===== src/rtl/uart_seg_mux_display_pkg.sv =====
// Shared constants and helpers for the multi-digit UART-to-7-segment display.
// Holds the digit codes, the control bytes and the segment patterns.
package uart_seg_mux_display_pkg;

    localparam logic [4:0] CODE_BLANK = 5'd16;
    localparam logic [4:0] CODE_DASH  = 5'd17;

    localparam logic [7:0] BS  = 8'h08;
    localparam logic [7:0] ESC = 8'h1B;
    localparam logic [7:0] CR  = 8'h0D;
    localparam logic [7:0] LF  = 8'h0A;

    // Active-high patterns, bit6 = a ... bit0 = g
    localparam logic [6:0] SEG_0     = 7'b1111110;
    localparam logic [6:0] SEG_1     = 7'b0110000;
    localparam logic [6:0] SEG_2     = 7'b1101101;
    localparam logic [6:0] SEG_3     = 7'b1111001;
    localparam logic [6:0] SEG_4     = 7'b0110011;
    localparam logic [6:0] SEG_5     = 7'b1011011;
    localparam logic [6:0] SEG_6     = 7'b1011111;
    localparam logic [6:0] SEG_7     = 7'b1110000;
    localparam logic [6:0] SEG_8     = 7'b1111111;
    localparam logic [6:0] SEG_9     = 7'b1111011;
    localparam logic [6:0] SEG_A     = 7'b1110111;
    localparam logic [6:0] SEG_B     = 7'b0011111;
    localparam logic [6:0] SEG_C     = 7'b1001110;
    localparam logic [6:0] SEG_D     = 7'b0111101;
    localparam logic [6:0] SEG_E     = 7'b1001111;
    localparam logic [6:0] SEG_F     = 7'b1000111;
    localparam logic [6:0] SEG_BLANK = 7'b0000000;
    localparam logic [6:0] SEG_DASH  = 7'b0000001;

    typedef enum logic [1:0] {
        ACT_NONE,
        ACT_PUSH,
        ACT_BACK,
        ACT_CLEAR
    } byte_action_e;

    // Returns {valid, code}; letters only count as digits when hex_en is set.
    function automatic logic [5:0] decode_char(input logic [7:0] b, input logic hex_en);
        logic [5:0] r;
        r = {1'b0, CODE_DASH};
        if (b >= 8'h30 && b <= 8'h39)
            r = {1'b1, 5'(b - 8'h30)};
        else if (hex_en && b >= 8'h41 && b <= 8'h46)
            r = {1'b1, 5'(b - 8'h37)};
        else if (hex_en && b >= 8'h61 && b <= 8'h66)
            r = {1'b1, 5'(b - 8'h57)};
        return r;
    endfunction

endpackage


===== src/rtl/uart_seg_mux_display_seg7_encode.sv =====
// Combinational 5-bit digit code to active-high 7-segment pattern.
module seg7_encode
    import uart_seg_mux_display_pkg::*;
(
    input  logic [4:0] code,
    output logic [6:0] pattern
);

    always_comb begin
        pattern = SEG_BLANK;
        case (code)
            5'd0:       pattern = SEG_0;
            5'd1:       pattern = SEG_1;
            5'd2:       pattern = SEG_2;
            5'd3:       pattern = SEG_3;
            5'd4:       pattern = SEG_4;
            5'd5:       pattern = SEG_5;
            5'd6:       pattern = SEG_6;
            5'd7:       pattern = SEG_7;
            5'd8:       pattern = SEG_8;
            5'd9:       pattern = SEG_9;
            5'd10:      pattern = SEG_A;
            5'd11:      pattern = SEG_B;
            5'd12:      pattern = SEG_C;
            5'd13:      pattern = SEG_D;
            5'd14:      pattern = SEG_E;
            5'd15:      pattern = SEG_F;
            CODE_DASH:  pattern = SEG_DASH;
            default:    pattern = SEG_BLANK;
        endcase
    end

endmodule


===== src/rtl/uart_seg_mux_display.sv =====
// Shifts received characters into an NDIG-digit buffer and scans it onto a
// shared segment bus with one-hot digit enables.
module uart_seg_mux_display
    import uart_seg_mux_display_pkg::*;
#(
    parameter int NDIG           = 4,
    parameter int REFRESH_DIV    = 12000,
    parameter int HEX_EN         = 0,
    parameter int SEG_ACTIVE_LOW = 0,
    parameter int DIG_ACTIVE_LOW = 0
) (
    input  logic            clk,
    input  logic            resetn,
    input  logic [7:0]      rxbyte,
    input  logic            received,
    output logic [6:0]      seg,
    output logic [NDIG-1:0] dig,
    output logic            bad_char
);

    localparam int   DIV_W   = $clog2(REFRESH_DIV);
    localparam int   IDX_W   = $clog2(NDIG);
    localparam logic SEG_INV = (SEG_ACTIVE_LOW != 0);
    localparam logic DIG_INV = (DIG_ACTIVE_LOW != 0);
    localparam logic HEX_ON  = (HEX_EN != 0);

    logic [NDIG-1:0][4:0] buffer;
    logic [DIV_W-1:0]     div_cnt;
    logic [IDX_W-1:0]     scan_idx;
    logic [6:0]           enc_pattern;
    logic [NDIG-1:0]      onehot;
    logic [5:0]           decoded;
    byte_action_e         action;
    logic [4:0]           push_code;
    logic                 set_bad;

    // Classify the incoming byte into one buffer action
    always_comb begin
        decoded   = decode_char(rxbyte, HEX_ON);
        action    = ACT_NONE;
        push_code = CODE_DASH;
        set_bad   = 1'b0;
        if (received) begin
            if (decoded[5]) begin
                action    = ACT_PUSH;
                push_code = decoded[4:0];
            end else begin
                case (rxbyte)
                    BS:      action = ACT_BACK;
                    ESC:     action = ACT_CLEAR;
                    CR, LF:  action = ACT_NONE;
                    default: begin
                        action  = ACT_PUSH;
                        set_bad = 1'b1;
                    end
                endcase
            end
        end
    end

    seg7_encode u_encode (
        .code    (buffer[scan_idx]),
        .pattern (enc_pattern)
    );

    assign onehot = NDIG'(1) << scan_idx;

    always_ff @(posedge clk) begin
        if (!resetn) begin
            buffer   <= {NDIG{CODE_BLANK}};
            div_cnt  <= '0;
            scan_idx <= '0;
            bad_char <= 1'b0;
            seg      <= {7{SEG_INV}};
            dig      <= {NDIG{DIG_INV}};
        end else begin
            seg <= enc_pattern ^ {7{SEG_INV}};
            dig <= onehot ^ {NDIG{DIG_INV}};

            if (div_cnt == DIV_W'(REFRESH_DIV - 1)) begin
                div_cnt  <= '0;
                scan_idx <= (scan_idx == IDX_W'(NDIG - 1)) ? '0 : scan_idx + 1'b1;
            end else begin
                div_cnt <= div_cnt + 1'b1;
            end

            case (action)
                ACT_PUSH:  buffer <= {buffer[NDIG-2:0], push_code};
                ACT_BACK:  buffer <= {CODE_BLANK, buffer[NDIG-1:1]};
                ACT_CLEAR: buffer <= {NDIG{CODE_BLANK}};
                default:   buffer <= buffer;
            endcase

            // ESC clears the sticky flag; an invalid byte sets it
            if (action == ACT_CLEAR)
                bad_char <= 1'b0;
            else if (set_bad)
                bad_char <= 1'b1;
        end
    end

endmodule


===== config.mk =====
export PLATFORM = sky130hd
export DESIGN_NAME = uart_seg_mux_display
export DESIGN_NICKNAME = d
export VERILOG_FILES = /design/src/rtl/uart_seg_mux_display_pkg.sv /design/src/rtl/uart_seg_mux_display_seg7_encode.sv /design/src/rtl/uart_seg_mux_display.sv
export SDC_FILE = /design/constraint.sdc
export NUM_CORES = 1
export LEC_CHECK = 0
export ABC_AREA = 1
export CORE_MARGIN = 4
export CORE_UTILIZATION = 54
export CTS_BUF_LIST = sky130_fd_sc_hd__clkbuf_4
export CTS_CLUSTER_DIAMETER = 40
export DETAILED_ROUTE_END_ITERATION = 10
export PLACE_DENSITY = 0.78
export SLEW_MARGIN = 10
export SYNTH_ARGS = -nofsm -noshare
export SYNTH_HDL_FRONTEND = slang
export SYNTH_SLANG_ARGS = --single-unit

===== constraint.sdc =====
create_clock -name clk -period 1.9 [get_ports clk]
set_input_delay 0.19 -clock clk [delete_from_list [all_inputs] [get_ports clk]]
set_output_delay 0.19 -clock clk [all_outputs]
set_load 0.01 [all_outputs]

Word-level counts from Yosys, hierarchy flattened
Memory sizes are Yosys's and may differ from the RTL's. A register that Yosys moved wholly into a read port is not among the register bits.
Cells that the tools add are included.
W data, S select, Z words.
{ "op_classes": {"muxes": 13, "shift": 1, "div": 0, "n_mul": 0, "n_bitwise": 1, "order_cmp": 3, "addsub": 3, "reduce_logical": 7, "eq_ne": 9} }
{ "op_table": {"columns": ["operator", "count"], "rows": [
  ["$pmux W20 S3", 1],
  ["$eq A8 B4 Y1 const B", 3],
  ["$mux W5", 3],
  ["$add A14 B1 Y14 const B", 1],
  ["$eq A14 B14 Y1 const B", 1],
  ["$bmux W5 S2", 1],
  ["$eq A8 B5 Y1 const B", 1],
  ["$ge A8 B6 Y1 const B", 1],
  ["$le A8 B6 Y1 const B", 1],
  ["$eq A2 B2 Y1 const B", 3],
  ["$mux W2", 3],
  ["$mux W6", 1],
  ["$pmux W2 S3", 1],
  ["$reduce_or A2 Y1", 3],
  ["$sub A5 B5 Y5 const B", 1],
  ["$reduce_or A4 Y1", 1],
  ["$shl A1 B2 Y4 const A", 1],
  ["$lt A2 B3 Y1 const B", 1],
  ["$mux W1", 3],
  ["$reduce_bool A3 Y1", 1],
  ["$add A2 B1 Y2 const B", 1],
  ["$eq A2 B1 Y1 const B", 1],
  ["$logic_and A1 B1 Y1", 1],
  ["$logic_not A1 Y1", 1],
  ["$not A1 Y1", 1]
]} }
{ "totals": {"ramBits": 0, "in_bits": 11, "latch_bits": 0, "word_cells": 46, "output_inout_bits": 12, "memories": 1, "reg_bits": 41, "rom_bits": 224} }
{ "mem_list": {"columns": ["name", "words", "width", "read_ports", "rd_clocked_by_memory_dff", "wr", "line_no", "text"], "rows": [
  ["(no name shown)", 32, 7, 1, 1, 0, "uart_seg_mux_display_seg7_encode.sv:11", "case (code)"]
]} }

Depth between registers and ports, before layout
Gate-level depths: netlist of run 1.
{ "logic_depth": {"depth_word": 7, "mapped_depth": 13, "depth_no_buf": 12} }

Modules after synthesis
A second synthesis of run 1 with hierarchy kept.
{ "hier_totals": {"cells_unflattened": 435, "hier_area_um2": 2827.7} }
{ "by_module_without_submodules": {"columns": ["module", "cells_per_inst", "instances", "area_each_um2"], "rows": [
  ["uart_seg_mux_display", 377, 1, 2477.4],
  ["seg7_encode", 58, 1, 350.3]
]} }

Least setup slack after synthesis of run 1
OpenSTA, ideal clock, no wires.
{ "synth_timing": {"path_kind": "register to register", "from": "reg scan_idx[0]", "to": "reg seg[0]", "arrival_time_ns": 1.785, "setup_slack_ns": 0.045, "path_buffers": 2, "synth_period_minus_slack_ns": 1.855, "path_stages_with_launch": 12, "required_ns": 1.830, "cell_sequence": "dfxtp_1 -> buf_2 -> buf_2 -> a21oi_1 -> o21ai_0 -> nand2_1 -> inv_1 -> ha_1 -> or2_2 -> nand3_1 -> nand2_1 -> a21oi_1"} }
{ "synth_between": {"elab_chain_len": 2} }
{ "synth_lines": {"columns": ["element", "line_no", "text"], "rows": [
  ["start, declared", "uart_seg_mux_display.sv:29", "logic [IDX_W-1:0] scan_idx;"],
  ["start signal, assigned", "uart_seg_mux_display.sv:82", "scan_idx <= (scan_idx == IDX_W'(NDIG - 1)) ? '0 : scan_idx + 1'b1;"],
  ["$bmux W5 S2", "uart_seg_mux_display.sv:62", ".code (buffer[scan_idx]),"],
  ["$mux W5 (not written as such)", "uart_seg_mux_display.sv:62", null],
  ["end, declared", "uart_seg_mux_display.sv:16", "output logic [6:0] seg,"]
]} }
Every way passes these cells. The select of a mux whose other input is x is not followed.
A chain may end at the register's enable or synchronous reset.

Final worst setup path of run 1
{ "layout_timing": {"from": "reg scan_idx[1]", "to": "reg seg[3]"} }
The elaborated chain is that of the path after synthesis.

==> results.md, run 1 <==
- Slowest-stage cell, CP: dfxtp_2
- Run status: complete, no violations
- Max Clock Freq: 561.6 MHz
- Max-cap violations: 0
- Die height: 80.09 um
- Worst Setup EP: seg[3]
- Row count: 25
- Finish-stage setup viols: 0
- CP max stage delay: 0.39 ns
- Layout cell share with drive strength beyond 1: 15.71%
- Area grow syn2layout: 20.46%
- Final Core Density: 69.28%
- TritonCTS Sinks: 48
- Synth warnings: 0
- Drt pass-1 iters: 4
- Final Power: 1.881 mW
- Yosys cell types: 32
- 1st-iter DRT viols: 255
- PwrDens: 556.3 nW/um^2
- Core area: 4880 um^2
- Setup WS pre-CTS: -0.05472 ns
- Most frequent cell after synthesis: nand2_1
- CTS root buffer: clkbuf_4
- Clk slew on worst S/H paths: 0.14 ns
- WL final: 6.112 mm
- Worst r2r dst: seg[3]
- Die width: 80.09 um
- First-pass GRT wire length: 10.87 mm
- Diode count: 0
- Drt via density: 5.061
- Peak supply drop: 0.0003143 V
- DR vias: 2723
- Total track usage: 20.67%
- Synth area leader: dfxtp_1
- Top cell by count, worst path: nand2_1
- Cells along the critical path: buf_4 -> a21oi_1 -> o21ai_1 -> nand2_1 -> buf_4 -> buf_12 -> ha_1 -> nand2_1 -> nand2_1 -> o211a_1
- Top cell type's share of synthesized area: 34.24%
- Seq/Total Area, Yosys: 34.24%
- Buffers on Ports: 22
- Placed cell count: 528
- WS Path Type: flop to flop
- Vias in the first global route: 2515
- Crit path buf inv count: 3
- NumNets Final: 490
- Highest routed layer: met4
- Cell area after synthesis: 2806 um^2
- Number of antenna-violating nets in the routed design: 0
- EDFF count, synth: 0
- Non-Filler Instances: 538
- Final Cell Area: 3381 um^2
- Inserted Clock Buffers: 5
- Initial antenna violation count: 0
- CTS tree: done
- Post-synth top cells: nand2_1 (97), inv_1 (59), nor2_1 (51), dfxtp_1 (48), nand3_1 (34)
- Setup TNS: 0 ns
- Largest net degree at the start of global routing: 28
- CP delay by family, top: buffers and inverters
- Setup crit end kind: flop
- CTS Hold Buffers Added: 0
- Slew Limit Headroom: 72.75%
- Post-route DRC: 0
- Worst Setup SP: scan_idx[1]
- Clock latency on the worst-skew pair: 0.36 ns
- Primary FF master, synth: dfxtp_1
- Final setup skew: 0.008129 ns
- Worst-path maximum fanout: 5
- Syn Inst Count: 421
- Net Count, Synth: 441
- Final setup margin: 0.1195 ns
- Crit share post-route: 93.71%
- H-tree depth: 2
- Arrival @ worst endpoint: 2.05 ns
- Post-Syn Area per Cell: 6.666 um^2
- Critical path required time: 2.17 ns
- Routed wire length per instance: 11.36 um
- Worst Tran Pin Value: 0.4074 ns
- Boundary pin count: 23
- Final Hold Viols: 0
- Pleak: 1.619 nW
- Reg2reg start: scan_idx[1]
- Cells on worst reg2reg path: 10
- Min Hold Slack: 0.4689 ns
- Dpl hpwl: 4.626 mm
- R2R Setup Slk: 0.12 ns
- Wire length on met3: 268 um
- Gpl congestion: 0.9166
- Main area contributors after synthesis: dfxtp_1 (34%), nand2_1 (13%), inv_1 (7.9%), nor2_1 (6.8%), nand3_1 (6.1%)
- Startpoint types: flop
- Routed wl met2: 2.988 mm
- Fin crit period: 1.781 ns
- Worst hold-check path type: flop to flop
- Max-slew violation count: 0
- Clock Tree Buf Depth: 2
- Post-synthesis register bit count: 48
- DRT met1 WL: 2.811 mm
- Starting Density: 57.51%
- Grt ovf: 0
- Levels on crit path: 10
- Placed Instance Area: 3299 um^2
- Die ar.: 6414 um^2
- Async SR Flop Fraction: 0%
## cell type report
class / count / area, um^2
sequential: 48 / 963.4
fill: 425 / 1499
tap: 67 / 83.83
timing repair buffer: 57 / 536.8
inverter: 65 / 244.0
clock inverter: 3 / 17.52
clock buffer: 5 / 37.54
multi-input combinational: 293 / 1498
## layer usage
layer	vias to the layer above	track usage, %
li1	1434	-
met1	1227	25.82
met2	58	37.00
met3	4	3.139
met4	0	5.068
met5	-	0
## report_power, final
part	leakage (nW)	internal, mW	switching, mW
registers	0.394	1.05	0.0319
clock network	0.0330	0.144	0.327
logic	1.19	0.152	0.178
## registers in the layout, summed over array words and instances (netlist names)
name and flops:
buffer 20, div_cnt 14, seg 7, dig 4, scan_idx 2, bad_char 1
## placed cells by master, fill, tap and decap left out, types with 2 or more instances in the layout
cell type	Yosys	layout
o211ai_1	4	4
nor2_2	5	5
clkdlybuf4s50_1	0	22
a21oi_1	21	21
nand3_1	34	34
nor3b_1	3	3
nor2_1	51	51
inv_1	59	59
buf_4	0	30
a31oi_1	2	2
o21ai_1	4	6
nor3_1	6	6
dfxtp_2	0	2
ha_1	9	9
clkbuf_4	0	5
nand2_2	8	9
inv_2	6	6
nand2_1	97	96
buf_12	0	4
dfxtp_1	48	46
nand4_1	16	16
o21ai_0	17	15
o22ai_1	2	2
nor2_4	4	4
## timing repair
action / in CTS / in global routing
endpoints found under the hold margin: 0 / 0
gates resized for setup: 0 / 7
setup endpoints to repair: 0 / 12
buffers inserted: 0 / 2
## worst min path at each step
stage / from / endpoint / slack [ns] / depth (start not counted)
6_report: div_cnt[0] / div_cnt[0] / 0.47 / 1
5_1_grt: div_cnt[0] / div_cnt[0] / 0.50 / 1
4_1_cts: div_cnt[0] / div_cnt[0] / 0.46 / 1
3_5_place_dp: div_cnt[0] / div_cnt[0] / 0.44 / 1
3_3_place_gp: div_cnt[0] / div_cnt[0] / 0.43 / 1
2_1_floorplan: resetn / div_cnt[11] / 0.36 / 2
## cells by family (layout without fill, tap and decap cells)
group | count (synthesis) | in the layout | synth area share [%]
flops | 48 | 48 | 34.24
buf+inv | 80 | 130 | 12.57
simple gates | 229 | 229 | 37.72
xor+xnor | 2 | 2 | 0.6243
compound gates | 53 | 53 | 10.83
fa+ha+maj | 9 | 9 | 4.013
Note: power is estimated with default switching activity, not from simulation.
==> run 2: changes to the inputs <==
--- a/config.mk
+++ b/config.mk
@@ -11,7 +11,9 @@
 export CTS_BUF_LIST = sky130_fd_sc_hd__clkbuf_4
 export CTS_CLUSTER_DIAMETER = 40
 export DETAILED_ROUTE_END_ITERATION = 10
+export MAX_ROUTING_LAYER = met4
 export PLACE_DENSITY = 0.78
+export RECOVER_POWER = 50
 export SLEW_MARGIN = 10
 export SYNTH_ARGS = -nofsm -noshare
 export SYNTH_HDL_FRONTEND = slang
==> run 2 against run 1 <==
Global-route usage grew 0.89 points. Non-clock buffer count shrank 4. Total power grew 6.5%. First-iteration DRC count decreased by 2.4%. Critical path depth unchanged. Largest power group unchanged.
==> results.md, run 2 (synthesis results as in run 1) <==
- Run status: complete, no violations
- Placed cell count: 523
- Largest net degree at the start of global routing: 28
- CTS root buffer: clkbuf_4
- Buffers on Ports: 22
- Dpl hpwl: 4.748 mm
- Area grow syn2layout: 18.86%
- Drt pass-1 iters: 5
- Starting Density: 57.51%
- Vias in the first global route: 2561
- CTS Hold Buffers Added: 0
- Worst Tran Pin Value: 0.3775 ns
- Fin crit period: 1.740 ns
- Boundary pin count: 23
- Clock latency on the worst-skew pair: 0.37 ns
- TritonCTS Sinks: 48
- Highest routed layer: met4
- Grt ovf: 0
- Row count: 25
- Finish-stage setup viols: 0
- Die ar.: 6414 um^2
- Wire length on met3: 327 um
- Die width: 80.09 um
- NumNets Final: 486
- Top reg by flops: buffer
- Setup WS pre-CTS: -0.009028 ns
- Largest registers: buffer x20, div_cnt x14, seg x7
- Crit share post-route: 91.58%
- Post-route DRC: 0
- Commonest non-fill, non-tap cell in the layout: nand2_1
- Clock Tree Buf Depth: 2
- Gpl congestion: 0.9449
- Max-slew violation count: 0
- Non-Filler Instances: 534
- Inserted Clock Buffers: 5
- Core area: 4880 um^2
- Clk slew on worst S/H paths: 0.15 ns
- DR vias: 2776
- Critical path required time: 2.20 ns
- Routed wl met2: 3.003 mm
- Worst-path maximum fanout: 6
- Slew Limit Headroom: 74.84%
- Diode count: 0
- Final setup margin: 0.1599 ns
- RSZ-0062 raised after global routing: false
- WL final: 6.341 mm
- Final Hold Viols: 0
- CTS tree: done
- Startpoint types: flop
- Max reg flops: 20
- Routed wire length per instance: 11.87 um
- Total track usage: 21.56%
- Worst hold-check path type: flop to flop
- Final setup skew: 0.01436 ns
- Most frequent cells in the layout: nand2_1 (97), inv_1 (57), nor2_1 (53)
- WS Path Type: flop to flop
- DRT met1 WL: 2.866 mm
- Layout cell share with drive strength beyond 1: 14.78%
- Drt via density: 5.199
- 1st-iter DRT viols: 249
- Max Clock Freq: 574.7 MHz
- Arrival @ worst endpoint: 2.04 ns
- Max-cap violations: 0
- PwrDens: 600.7 nW/um^2
- Number of antenna-violating nets in the routed design: 0
- Setup crit end kind: flop
- H-tree depth: 2
- Die height: 80.09 um
- Peak supply drop: 0.0004573 V
- Pleak: 1.623 nW
- Initial antenna violation count: 0
- First-pass GRT wire length: 10.90 mm
## run 2: repair_timing
action | 4_1_cts | 5_1_grt
buffers inserted | 0 | 3
pin swaps | 0 | 2
setup endpoints to repair | 3 | 5
gates resized for setup | 2 | 5
hold endpoints to repair | 0 | 0
## run 2: final timing paths
kind                    start         end  slack [ns]  cells past startpoint
setup reg to reg  scan_idx[1]      seg[0]        0.16                     10
setup / recovery  scan_idx[1]      seg[0]        0.16                     10
hold / removal     div_cnt[0]  div_cnt[0]        0.46                      1
hold reg to reg    div_cnt[0]  div_cnt[0]        0.46                      1
## run 2: cell type report
type,instances,area (um^2)
repair buffers,53,471.7
fillers,454,1544
multi-input cells,293,1488
clock inverters,3,42.54
clock buffers,5,37.54
flip-flops and latches,48,968.4
well taps,67,83.83
inverters,65,244.0
## run 2: stage by stage
step	cell area (um^2)	TNS [ns]	hold WS (ns)	util, %	power (mW)
6_report	3336	0	0.4610	68.36	2.004
5_1_grt	3336	0	0.5009	68.36	2.106
4_1_cts	3319	0	0.4615	68.03	2.016
3_5_place_dp	3237	-0.01093	0.4355	66.33	1.414
3_3_place_gp	3237	0	0.4294	66.33	1.402
2_1_floorplan	2806	0	0.3630	-	1.291
## run 2: worst max-delay path: stages, from the launching register on
cell     delay, ns
dfxtp_4       0.41
inv_2         0.06
a21oi_1       0.09
o21ai_0       0.09
nand2_1       0.15
inv_2         0.07
ha_1          0.21
or2_2         0.33
nand3_1       0.09
nand2_1       0.05
a21oi_1       0.11
## run 2: routing by layer
layer,vias to the layer above,track usage [%]
met5,-,-
met4,0,8.446
met3,19,4.148
met2,87,35.68
met1,1244,25.88
li1,1426,-
## run 2: power by group
group	switching [mW]	internal, mW
registers	0.0314	1.05
logic	0.178	0.136
clock network	0.337	0.275
total	0.547	1.46
